===== config.mk =====
export PLATFORM = sky130hd
export DESIGN_NAME = ram_block_copier_flat
export DESIGN_NICKNAME = d
export VERILOG_FILES = /design/src/rtl/ram_block_copier_if.sv /design/src/rtl/ram_block_copier.sv /design/src/flat_wrapper.sv
export SDC_FILE = /design/constraint.sdc
export NUM_CORES = 1
export LEC_CHECK = 0
export ABC_AREA = 1
export BUFFER_PORTS_ARGS = -buffer_cell sky130_fd_sc_hd__buf_2
export CORE_ASPECT_RATIO = 0.8
export CORE_MARGIN = 2
export CORE_UTILIZATION = 59
export DETAILED_ROUTE_END_ITERATION = 16
export PLACE_DENSITY = 0.92
export REMOVE_ABC_BUFFERS = 1
export SYNTH_ARGS = -nofsm -noshare
export SYNTH_HDL_FRONTEND = slang
export SYNTH_SLANG_ARGS = --single-unit

===== constraint.sdc =====
create_clock -name clk -period 4.8 [get_ports clk]
set_input_delay 0.72 -clock clk [delete_from_list [all_inputs] [get_ports clk]]
set_output_delay 0.72 -clock clk [all_outputs]
set_load 0.03 [all_outputs]

===== src/rtl/ram_block_copier_if.sv =====
// ram_block_copier_if
//   Bundles the CPU-side control signals and the RAM4K memory port used by
//   the block copier.
//   master modport: the copier (drives the memory port, busy and done).
//   slave modport : the surrounding system (control registers plus RAM4K).
// Signals
//   start, abort       copy request / cancel
//   src, dst, len      copy parameters, captured on start
//   mem_address/in     RAM address and write data
//   mem_load           RAM write enable
//   mem_out            RAM combinational read data
//   busy, done         copier status
interface ram_block_copier_if #(
  parameter int ADDR_W = 12,
  parameter int DATA_W = 16
);
  logic              start;
  logic              abort;
  logic [ADDR_W-1:0] src;
  logic [ADDR_W-1:0] dst;
  logic [ADDR_W:0]   len;
  logic [ADDR_W-1:0] mem_address;
  logic [DATA_W-1:0] mem_in;
  logic              mem_load;
  logic [DATA_W-1:0] mem_out;
  logic              busy;
  logic              done;

  modport master (
    input  start, abort, src, dst, len, mem_out,
    output mem_address, mem_in, mem_load, busy, done
  );

  modport slave (
    output start, abort, src, dst, len, mem_out,
    input  mem_address, mem_in, mem_load, busy, done
  );
endinterface


===== src/rtl/ram_block_copier.sv =====
// ram_block_copier
//   Bus master for the single-port RAM4K data memory. Copies len words from
//   src to dst one word at a time: a READ cycle latches the source word, a
//   WRITE cycle stores it at the destination. Copy order is strictly
//   ascending and addresses wrap modulo 2**ADDR_W.
// Ports
//   clk      rising-edge clock shared with RAM4K
//   reset_n  asynchronous active-low reset
//   bus      master side of ram_block_copier_if (control + memory port)
module ram_block_copier #(
  parameter int ADDR_W = 12,
  parameter int DATA_W = 16
) (
  input  logic                  clk,
  input  logic                  reset_n,
  ram_block_copier_if.master    bus
);

  typedef enum logic [1:0] {IDLE, READ, WRITE, DONE} state_t;

  state_t            state_q, state_d;
  logic [ADDR_W-1:0] src_q, dst_q;
  logic [ADDR_W:0]   len_q;
  logic [ADDR_W:0]   idx_q;
  logic [ADDR_W:0]   idx_inc;
  logic [DATA_W-1:0] data_q;

  assign idx_inc = idx_q + {{ADDR_W{1'b0}}, 1'b1};

  // State register
  always_ff @(posedge clk or negedge reset_n) begin
    if (!reset_n) begin
      state_q <= IDLE;
    end else begin
      state_q <= state_d;
    end
  end

  // Next-state and Moore output decode. Address sums are ADDR_W bits wide
  // so they wrap naturally past the top of memory. Abort beats the normal
  // WRITE exit; the word being written in that cycle still commits because
  // mem_load is already high.
  always_comb begin
    state_d         = state_q;
    bus.mem_address = '0;
    bus.mem_in      = '0;
    bus.mem_load    = 1'b0;
    bus.busy        = 1'b0;
    bus.done        = 1'b0;
    case (state_q)
      IDLE: begin
        if (bus.start) begin
          state_d = (bus.len == '0) ? DONE : READ;
        end
      end
      READ: begin
        bus.busy        = 1'b1;
        bus.mem_address = src_q + idx_q[ADDR_W-1:0];
        state_d         = bus.abort ? IDLE : WRITE;
      end
      WRITE: begin
        bus.busy        = 1'b1;
        bus.mem_address = dst_q + idx_q[ADDR_W-1:0];
        bus.mem_in      = data_q;
        bus.mem_load    = 1'b1;
        if (bus.abort) begin
          state_d = IDLE;
        end else if (idx_inc == len_q) begin
          state_d = DONE;
        end else begin
          state_d = READ;
        end
      end
      DONE: begin
        bus.busy = 1'b1;
        bus.done = 1'b1;
        state_d  = IDLE;
      end
      default: state_d = IDLE;
    endcase
  end

  // Copy parameters are captured only when a start is accepted in IDLE, so
  // later changes on src/dst/len cannot disturb a running copy.
  always_ff @(posedge clk or negedge reset_n) begin
    if (!reset_n) begin
      src_q  <= '0;
      dst_q  <= '0;
      len_q  <= '0;
      idx_q  <= '0;
      data_q <= '0;
    end else begin
      case (state_q)
        IDLE: begin
          if (bus.start) begin
            src_q <= bus.src;
            dst_q <= bus.dst;
            len_q <= bus.len;
            idx_q <= '0;
          end
        end
        READ:    data_q <= bus.mem_out;
        WRITE:   idx_q  <= idx_inc;
        default: ;
      endcase
    end
  end

endmodule


===== src/flat_wrapper.sv =====
// flat-port wrapper written by rule: the top's interface ports become plain ports
module ram_block_copier_flat 
#(
  parameter int ADDR_W = 12,
  parameter int DATA_W = 16
)
  (clk, reset_n, bus_start, bus_abort, bus_src, bus_dst, bus_len, bus_mem_out, bus_mem_address, bus_mem_in, bus_mem_load, bus_busy, bus_done);
  ram_block_copier_if #(.ADDR_W(ADDR_W), .DATA_W(DATA_W)) bus_i ();
  input  logic clk;
  input  logic reset_n;
  input wire logic [$bits(bus_i.start)-1:0] bus_start;
  input wire logic [$bits(bus_i.abort)-1:0] bus_abort;
  input wire logic [$bits(bus_i.src)-1:0] bus_src;
  input wire logic [$bits(bus_i.dst)-1:0] bus_dst;
  input wire logic [$bits(bus_i.len)-1:0] bus_len;
  input wire logic [$bits(bus_i.mem_out)-1:0] bus_mem_out;
  output wire logic [$bits(bus_i.mem_address)-1:0] bus_mem_address;
  output wire logic [$bits(bus_i.mem_in)-1:0] bus_mem_in;
  output wire logic [$bits(bus_i.mem_load)-1:0] bus_mem_load;
  output wire logic [$bits(bus_i.busy)-1:0] bus_busy;
  output wire logic [$bits(bus_i.done)-1:0] bus_done;
  assign bus_i.start = bus_start;
  assign bus_i.abort = bus_abort;
  assign bus_i.src = bus_src;
  assign bus_i.dst = bus_dst;
  assign bus_i.len = bus_len;
  assign bus_i.mem_out = bus_mem_out;
  assign bus_mem_address = bus_i.mem_address;
  assign bus_mem_in = bus_i.mem_in;
  assign bus_mem_load = bus_i.mem_load;
  assign bus_busy = bus_i.busy;
  assign bus_done = bus_i.done;
  ram_block_copier #(.ADDR_W(ADDR_W), .DATA_W(DATA_W)) u_core (.clk(clk), .reset_n(reset_n), .bus(bus_i));
endmodule

# Word level (Yosys, flattened, before mapping)
# Index checks and enable logic that the tools add are counted.
# word_totals
register_bits,68
input_bits,57
output_inout_bits,31
word_cells,33
# classes
n_addsub,3
n_eq_ne,5
mux,13
reduce_logical,6
# ops
operator,count
$pmux W13 S2,1
$add A12 B12 Y12,2
$pmux W12 S2,1
$mux W16,1
$add A13 B1 Y13 const B,1
$eq A13 B13 Y1,1
$logic_not A13 Y1,1
$mux W13,1
$mux W2,5
$pmux W2 S4,1
$eq A2 B2 Y1 const B,2
$reduce_and A2 Y1,2
$mux W1,3
$reduce_or A3 Y1,1
$eq A2 B1 Y1 const B,1
$logic_not A2 Y1,1
$ne A2 B2 Y1 const B,1
$reduce_bool A2 Y1,1

# Depth between registers and ports, before layout
# Gate-level depths: netlist of the first run.
# logic_depth
ltp_word,5
depth_mapped,14
depth_no_buf,14

# Worst setup path after synthesis of the first run
# No wires, ideal clock.
# synth_path
path_kind,register to output
startpoint,register u_core.state_q[0]
endpoint,output port bus_mem_address[10]
arrival_time_ns,2.808
t_required_ns,4.080
setup_slack_ns,1.272
path_stages_with_launch,14
path_buffers,2
path_cell_list,dfrtp_1 -> inv_1 -> ha_1 -> clkbuf_1 -> clkbuf_1 -> nand2_1 -> nand2_1 -> ha_1 -> inv_1 -> nor3_1 -> nand3_1 -> nand4_1 -> o21ai_0 -> a21oi_1
# synth_between
elab_chain_len,2
elab_cells_between_ends,3
classes_between,eq/ne: 2; mux: 1
# synth_lines
element,line_no,rtl
"start, declared",ram_block_copier.sv:21,"state_t state_q, state_d;"
"start signal, assigned",ram_block_copier.sv:35,state_q <= state_d;
$eq A2 B2 Y1 / $eq A2 B1 Y1 (equally long branches),ram_block_copier.sv:50,case (state_q)
$pmux W12 S2 (*),ram_block_copier.sv:50,
"end, declared",flat_wrapper.sv:17,output wire logic [$bits(bus_i.mem_address)-1:0] bus_mem_address;
# Every way passes the cells marked *; elsewhere a longest branch is shown, timed or not.

# Worst setup path after layout of the first run
# layout_path
startpoint,register u_core.state_q[0]
endpoint,output port bus_mem_address[8]
# The elaborated chain is that of the path after synthesis.

==> results of run 1 <==
==> metal layers <==
layer	wire (µm)	global-route usage (%)	vias to the layer above	part of all wire (%)
met5	0	0	-	0
met4	151	8.57	0	1.6
met3	623	7.18	15	6.5
met2	4780	46.9	144	50
met1	4090	36.4	1727	42
li1	-	-	1808	-
==> kinds of logic (layout without fill, tap and decap cells) <==
group	count (synthesis)	after routing	synth area share (%)
compound gates	62	62	8.64
xor+xnor	3	3	0.663
fa+ha+maj	17	17	5.55
buf+inv	72	162	6.94
flops	68	68	42.9
mux	25	25	7.10
simple gates	261	261	28.2
==> power groups by stage <==
stage | combinational, mW | clock, mW | sequential, mW
floorplan | 1.04 | 0 | 0.925
detailed placement | 1.40 | 0 | 0.977
finish | 1.40 | 0.459 | 0.973
global placement | 1.34 | 0 | 0.960
CTS | 1.41 | 0.464 | 0.968
global route | 1.57 | 0.488 | 0.999
==> registers in the layout, indices dropped and copies added (netlist names) <==
name / cells
u_core.data_q: 16
u_core.dst_q: 12
u_core.idx_q: 13
u_core.len_q: 13
u_core.src_q: 12
u_core.state_q: 2
==> cell usage in the layout, fill, tap and decap left out, types with 8 or more instances in the layout <==
cell type  instances
nand3_1           24
nand2_1          187
o21ai_0           22
buf_2             87
nand4_1            8
nor2_1            20
ha_1              16
dfrtp_1           68
mux2_2            25
o22ai_1           11
inv_1             54
clkbuf_8          10
a21oi_1           22
==> per-stage QoR <==
stage          utilization, %  hold WS [ns]
3_5_place_dp             69.4         0.459
5_1_grt                  72.3         0.476
4_1_cts                  72.3         0.433
2_1_floorplan               -         0.424
3_3_place_gp             69.4         0.453
6_report                 72.3         0.414
==> worst register-to-register path: stages (launching register included) <==
cell and delay (ns):
dfrtp_1 0.38, inv_1 0.09, ha_1 0.29, nand2_1 0.57, buf_4 0.44, nor2_1 0.11, a32oi_1 0.21, nand2_1 0.08
==> cell type report <==
type                    instances  area [µm²]
fillers                       508        1790
clock inverters                 2        35.0
repair buffers                 91         465
flip-flops and latches         68        1700
clock buffers                  13         149
inverters                      56         210
multi-input cells             368        1990
well taps                      84         105
==> final timing paths <==
| check | to | depth (start not counted) | slack, ns | startpoint |
|---|---|---|---|---|
| setup / recovery | bus_mem_address[8] | 13 | 0.93 | u_core.state_q[0] |
| hold reg to reg | u_core.data_q[8] | 2 | 0.48 | u_core.data_q[8] |
| min in group clk | u_core.data_q[8] | 2 | 0.48 | u_core.data_q[8] |
| max in group asynchronous | u_core.data_q[12] | 2 | 3.46 | reset_n |
| setup reg to reg | u_core.state_q[1] | 7 | 2.51 | u_core.state_q[0] |
| hold / removal | u_core.len_q[1] | 1 | 0.41 | reset_n |
==> metrics.md, run 1 <==
| Metric | Value |
|---|---|
| Cell internal pwr | 1.55 mW |
| Hold Path Class | in -> async |
| Clk buf depth | 2 |
| Flop pwr share | 34.3% |
| DRC Markers | 0 |
| Delay of the slowest cell on the worst path | 0.41 ns |
| Die Height | 77.3 µm |
| Worst VDD drop | 0.000415 V |
| Cell repeated most along the worst path | a21oi_1 |
| ANT nets after route | 0 |
| Final net count | 668 |
| Final instance area | 4660 µm² |
| Global-route wire length before repair | 16,300 µm |
| Max FO, Critical Path | 15 |
| Tmin final | 3.87 ns |
| CTS tree | done |
| Area Growth Syn to Fin | 17.4% |
| Synthesized area per cell | 7.81 µm² |
| Post-synth EDFFs | 0 |
| Power Density | 609 nW/µm² |
| Diode count | 0 |
| I/O pin count | 88 |
| Chip width | 95.7 µm |
| Die ar. | 7400 µm² |
| Slew @ Worst Pin | 0.729 ns |
| Total track usage | 28.3% |
| Fin. max-slew vios | 0 |
| Max cap viols | 0 |
| Pleak | 2.55 nW |
| Cell taking the most area after synthesis | dfrtp_1 |
| WP buf/inv | 3 |
| Synthesized instance count | 508 |
| Final setup viols | 0 |
| RePlAce Congestion | 0.916 |
| Core area | 6440 µm² |
| Combinational Power Share | 49.5% |
| Clock slew at reported path FFs | 0.07 ns |
| Final Hold Fails | 0 |
| Placement Setup Slack | 1.42 ns |
| Number of port buffers | 87 |
| Endpoint arrival time on the critical path | 3.15 ns |
| Dpl cells | 667 |
| Grt ovf | 0 |
| Total negative slack | 0 ns |
| Fmax | 259 MHz |
| Synth top area share | 42.9% |
| Post_cts resized | 0 |
| Total Power | 2.84 mW |
| Non-filler cells in the finished layout | 682 |
| Post-CTS Hold Buffers | 0 |
| Clock power frac | 16.2% |
| Worst skew pair latency | 0.35 ns |
| Synth top area cells | dfrtp_1 43%, nand2_1 18%, mux2_2 7.1%, inv_1 5.1%, ha_1 5.0% |
| Synth Register Bits | 68 |
| Sequential area share after synthesis | 42.9% |
| Startpoint types | register |
| Relative slew slack | 51.3% |
| Share of cells above drive strength 1 | 24.1% |
| Worst Skew | 0.00347 ns |
| Mapped Area | 3970 µm² |
| Cell with the largest stage delay on the worst path | dfrtp_1 |
| Post-synth top flop | dfrtp_1 |
| Post-synth top cells | 187 x nand2_1, 68 x dfrtp_1, 54 x inv_1, 25 x mux2_2, 24 x nand3_1 |
| Crit-path cells | inv_1 -> ha_1 -> inv_1 -> nand2_1 -> nand2_1 -> ha_1 -> a21oi_1 -> o21ai_0 -> a21oi_1 -> o21bai_1 -> o21ai_0 -> a21oi_1 -> buf_2 |
| Starting Density | 61.6% |
| Data required, critical path | 4.08 ns |
| Unrepaired setup endpoints after global routing | no |
| # rows | 26 |
| Syn. warnings | 0 |
| First-pass DRT Iterations | 5 |
| Via/cell ratio | 5.42 |
| Root buf cell | clkbuf_8 |
| Count leader, synth | nand2_1 |
| P_sw | 1.29 mW |
| CP endpoint kind | output pin |
| DP Area | 4470 µm² |
| Final worst-path setup slack | 0.934 ns |
| Net Sw Frac | 45.3% |
| FFs w/ async S/R, synth | 100% |
| Routed wire length | 9650 µm |
| Largest net degree at the start of global routing | 38 |
| Avg WL per Cell | 14.1 µm |
| DRT iter0 DRCs | 260 |
| Status | finished clean |
| Setup CP Type | reg -> out |
| Final period util | 80.5% |
| Initial antenna violation count | 0 |
| CTS Sinks | 68 |
| Vias in the first global route | 3,615 |
| Total number of vias | 3,694 |
| Synth cell types | 31 |
| Hpwl dp | 7040 µm |
| H-tree depth | 3 |
| CTS Buf Count | 9 |
| CP top delay family | compound AO/OA/AOI/OAI gates |
| Post-CTS Repair Setup Buffers | 0 |
Note: power is estimated with default switching activity, not from simulation.
==> run 2: changes to the inputs <==
Settings changed: CORE_UTILIZATION 59 to 55, PLACE_DENSITY 0.92 to 0.87.
Clock period 4.8 ns to 3.64 ns, I/O delays scaled along.
==> metrics.md, run 2 (synthesized netlist as in run 1, its figures left out) <==
| Metric | Value |
|---|---|
| Initial antenna violation count | 0 (unchanged) |
| Worst VDD drop | 0.000474 V (+14%) |
| Die Height | 80.0 µm (+3.4%) |
| Die ar. | 7910 µm² (+6.9%) |
| Vias in the first global route | 3,669 (+1.5%) |
| Final Hold Fails | 0 (unchanged) |
| Placement Setup Slack | 0.516 ns (-0.907 ns) |
| DRC Markers | 0 (unchanged) |
| Avg WL per Cell | 13.9 µm (-1.4%) |
| Global-route wire length before repair | 16,200 µm (-0.89%) |
| Slew @ Worst Pin | 1.06 ns (+0.334 ns) |
| DRT iter0 DRCs | 230 (-12%) |
| Worst Skew | 0.00433 ns (+0.000865 ns) |
| Post-CTS Hold Buffers | 0 (unchanged) |
| Hpwl dp | 7000 µm (-0.49%) |
| Total track usage | 25.4% (-2.9 points) |
| Total Power | 3.77 mW (+33%) |
| Final instance area | 4730 µm² (+1.7%) |
| Worst skew pair latency | 0.33 ns (-0.02 ns) |
| Core area | 6930 µm² (+7.5%) |
| Fillers | 564 (+11%) |
| Number of port buffers | 87 (unchanged) |
| Top reg by flops | u_core.data_q |
| Status | finished clean |
| Hold WS | 0.408 ns (-0.00585 ns) |
| Starting Density | 57.3% (-4.3 points) |
| Most frequent cells in the layout | 187 x nand2_1, 87 x buf_2, 68 x dfrtp_1 |
| Max FO, Critical Path | 5 (-10) |
| # rows | 27 (+3.8%) |
| H-tree depth | 3 (unchanged) |
| Unrepaired setup endpoints after global routing | no |
| CTS tree | done |
| CTS Sinks | 68 (unchanged) |
| Hold Path Class | in -> async |
| Via/cell ratio | 5.36 (-1.1%) |
| Fin. max-slew vios | 0 (unchanged) |
| Final worst-path setup slack | 0.164 ns (-0.769 ns) |
| Max cap viols | 0 (unchanged) |
| CP endpoint kind | output pin |
| Final setup viols | 0 (unchanged) |
| Clock slew at reported path FFs | 0.07 ns (about the same) |
| Chip width | 98.9 µm (+3.4%) |
| Data required, critical path | 3.09 ns (-0.99 ns) |
| Area Growth Syn to Fin | 19.4% |
| Endpoint arrival time on the critical path | 2.93 ns (-0.22 ns) |
| Final period util | 95.5% |
| Power Density | 797 nW/µm² (+31%) |
| ANT nets after route | 0 (unchanged) |
| First-pass DRT Iterations | 5 (unchanged) |
| Clk buf depth | 2 (unchanged) |
| Relative slew slack | 29.1% (-22 points) |
| Grt ovf | 0 (unchanged) |
| Share of cells above drive strength 1 | 25.7% (+1.6 points) |
| DP Area | 4490 µm² (+0.42%) |
| Regs by FF count | u_core.data_q: 16 flops, u_core.idx_q: 13 flops, u_core.len_q: 13 flops |
| Largest net degree at the start of global routing | 49 (+29%) |
| I/O pin count | 88 (unchanged) |
| Total number of vias | 3,695 (+0.027%) |
| CTS Buf Count | 9 (unchanged) |
| Diode count | 0 (unchanged) |
| Tmin final | 3.48 ns |
| Fmax | 288 MHz |
| Startpoint types | register |
| Pleak | 2.56 nW (+0.59%) |
| Setup CP Type | reg -> out |
| Commonest non-fill, non-tap cell in the layout | nand2_1 |
| RePlAce Congestion | 0.896 (-2.2%) |
| Max reg flops | 16 (unchanged) |
| Total negative slack | 0 ns (unchanged) |
| Root buf cell | clkbuf_8 |
| Routed wire length | 9620 µm (-0.24%) |
| Final net count | 672 (+0.60%) |
## run 2: path summary, 6_finish.rpt
kind / start / to / slack (ns) / depth (start not counted)
worst min-delay path: reset_n / u_core.src_q[0] / 0.41 / 1
worst min register to register: u_core.data_q[4] / u_core.data_q[4] / 0.47 / 2
max in group asynchronous: reset_n / u_core.idx_q[7] / 2.37 / 2
worst max register to register: u_core.state_q[0] / u_core.state_q[1] / 1.52 / 14
worst max-delay path: u_core.state_q[0] / bus_mem_address[8] / 0.16 / 13
min in group clk: bus_mem_out[7] / u_core.data_q[7] / 0.41 / 3
## run 2: what timing repair did
action	in CTS	in global routing
endpoints found under the hold margin	0	0
buffers inserted	0	2
endpoints found under the setup margin	0	7
gates resized for setup	0	10
## run 2: metal layers
metal | vias to the layer above | global-route usage (%) | share of wire (%)
met5 | - | 0 | 0
met4 | 0 | 8.22 | 1.4
li1 | 1817 | - | -
met1 | 1742 | 32.8 | 44
met2 | 117 | 41.8 | 48
met3 | 19 | 6.65 | 6.2
## run 2: layout make-up
type	count	area (µm²)	area share, %
tap	87	109	2.30
timing repair buffer	95	515	10.9
multi-input combinational	368	2010	42.4
clock buffer	12	135	2.85
clock inverter	4	50.0	1.06
inverter	56	214	4.52
sequential	68	1700	35.9
## run 2: stage by stage
| step | util (%) | cells |
|---|---|---|
| after CTS | 67.5 | 688 |
| after global routing | 68.4 | 690 |
| after detailed placement | 64.8 | 672 |
| final | 68.4 | 690 |
| after global placement | 64.8 | 672 |
| after floorplan | - | 492 |
## run 2: worst max-delay path, stage by stage (launching register included)
cell and delay (ns):
dfrtp_1 0.40, inv_1 0.11, ha_2 0.23, clkinvlp_4 0.12, buf_4 0.18, nand2_1 0.07, nand2_1 0.05, ha_1 0.22
fa_1 0.46, a21oi_1 0.24, o21bai_1 0.11, o21ai_0 0.15, a21oi_1 0.06, buf_2 0.18
## run 2: where the power goes
part | leakage, nW | switching (mW) | internal, mW
registers | 0.840 | 0.207 | 1.07
clock network | 0.0866 | 0.275 | 0.316
logic | 1.64 | 1.23 | 0.676
total | 2.56 | 1.71 | 2.06
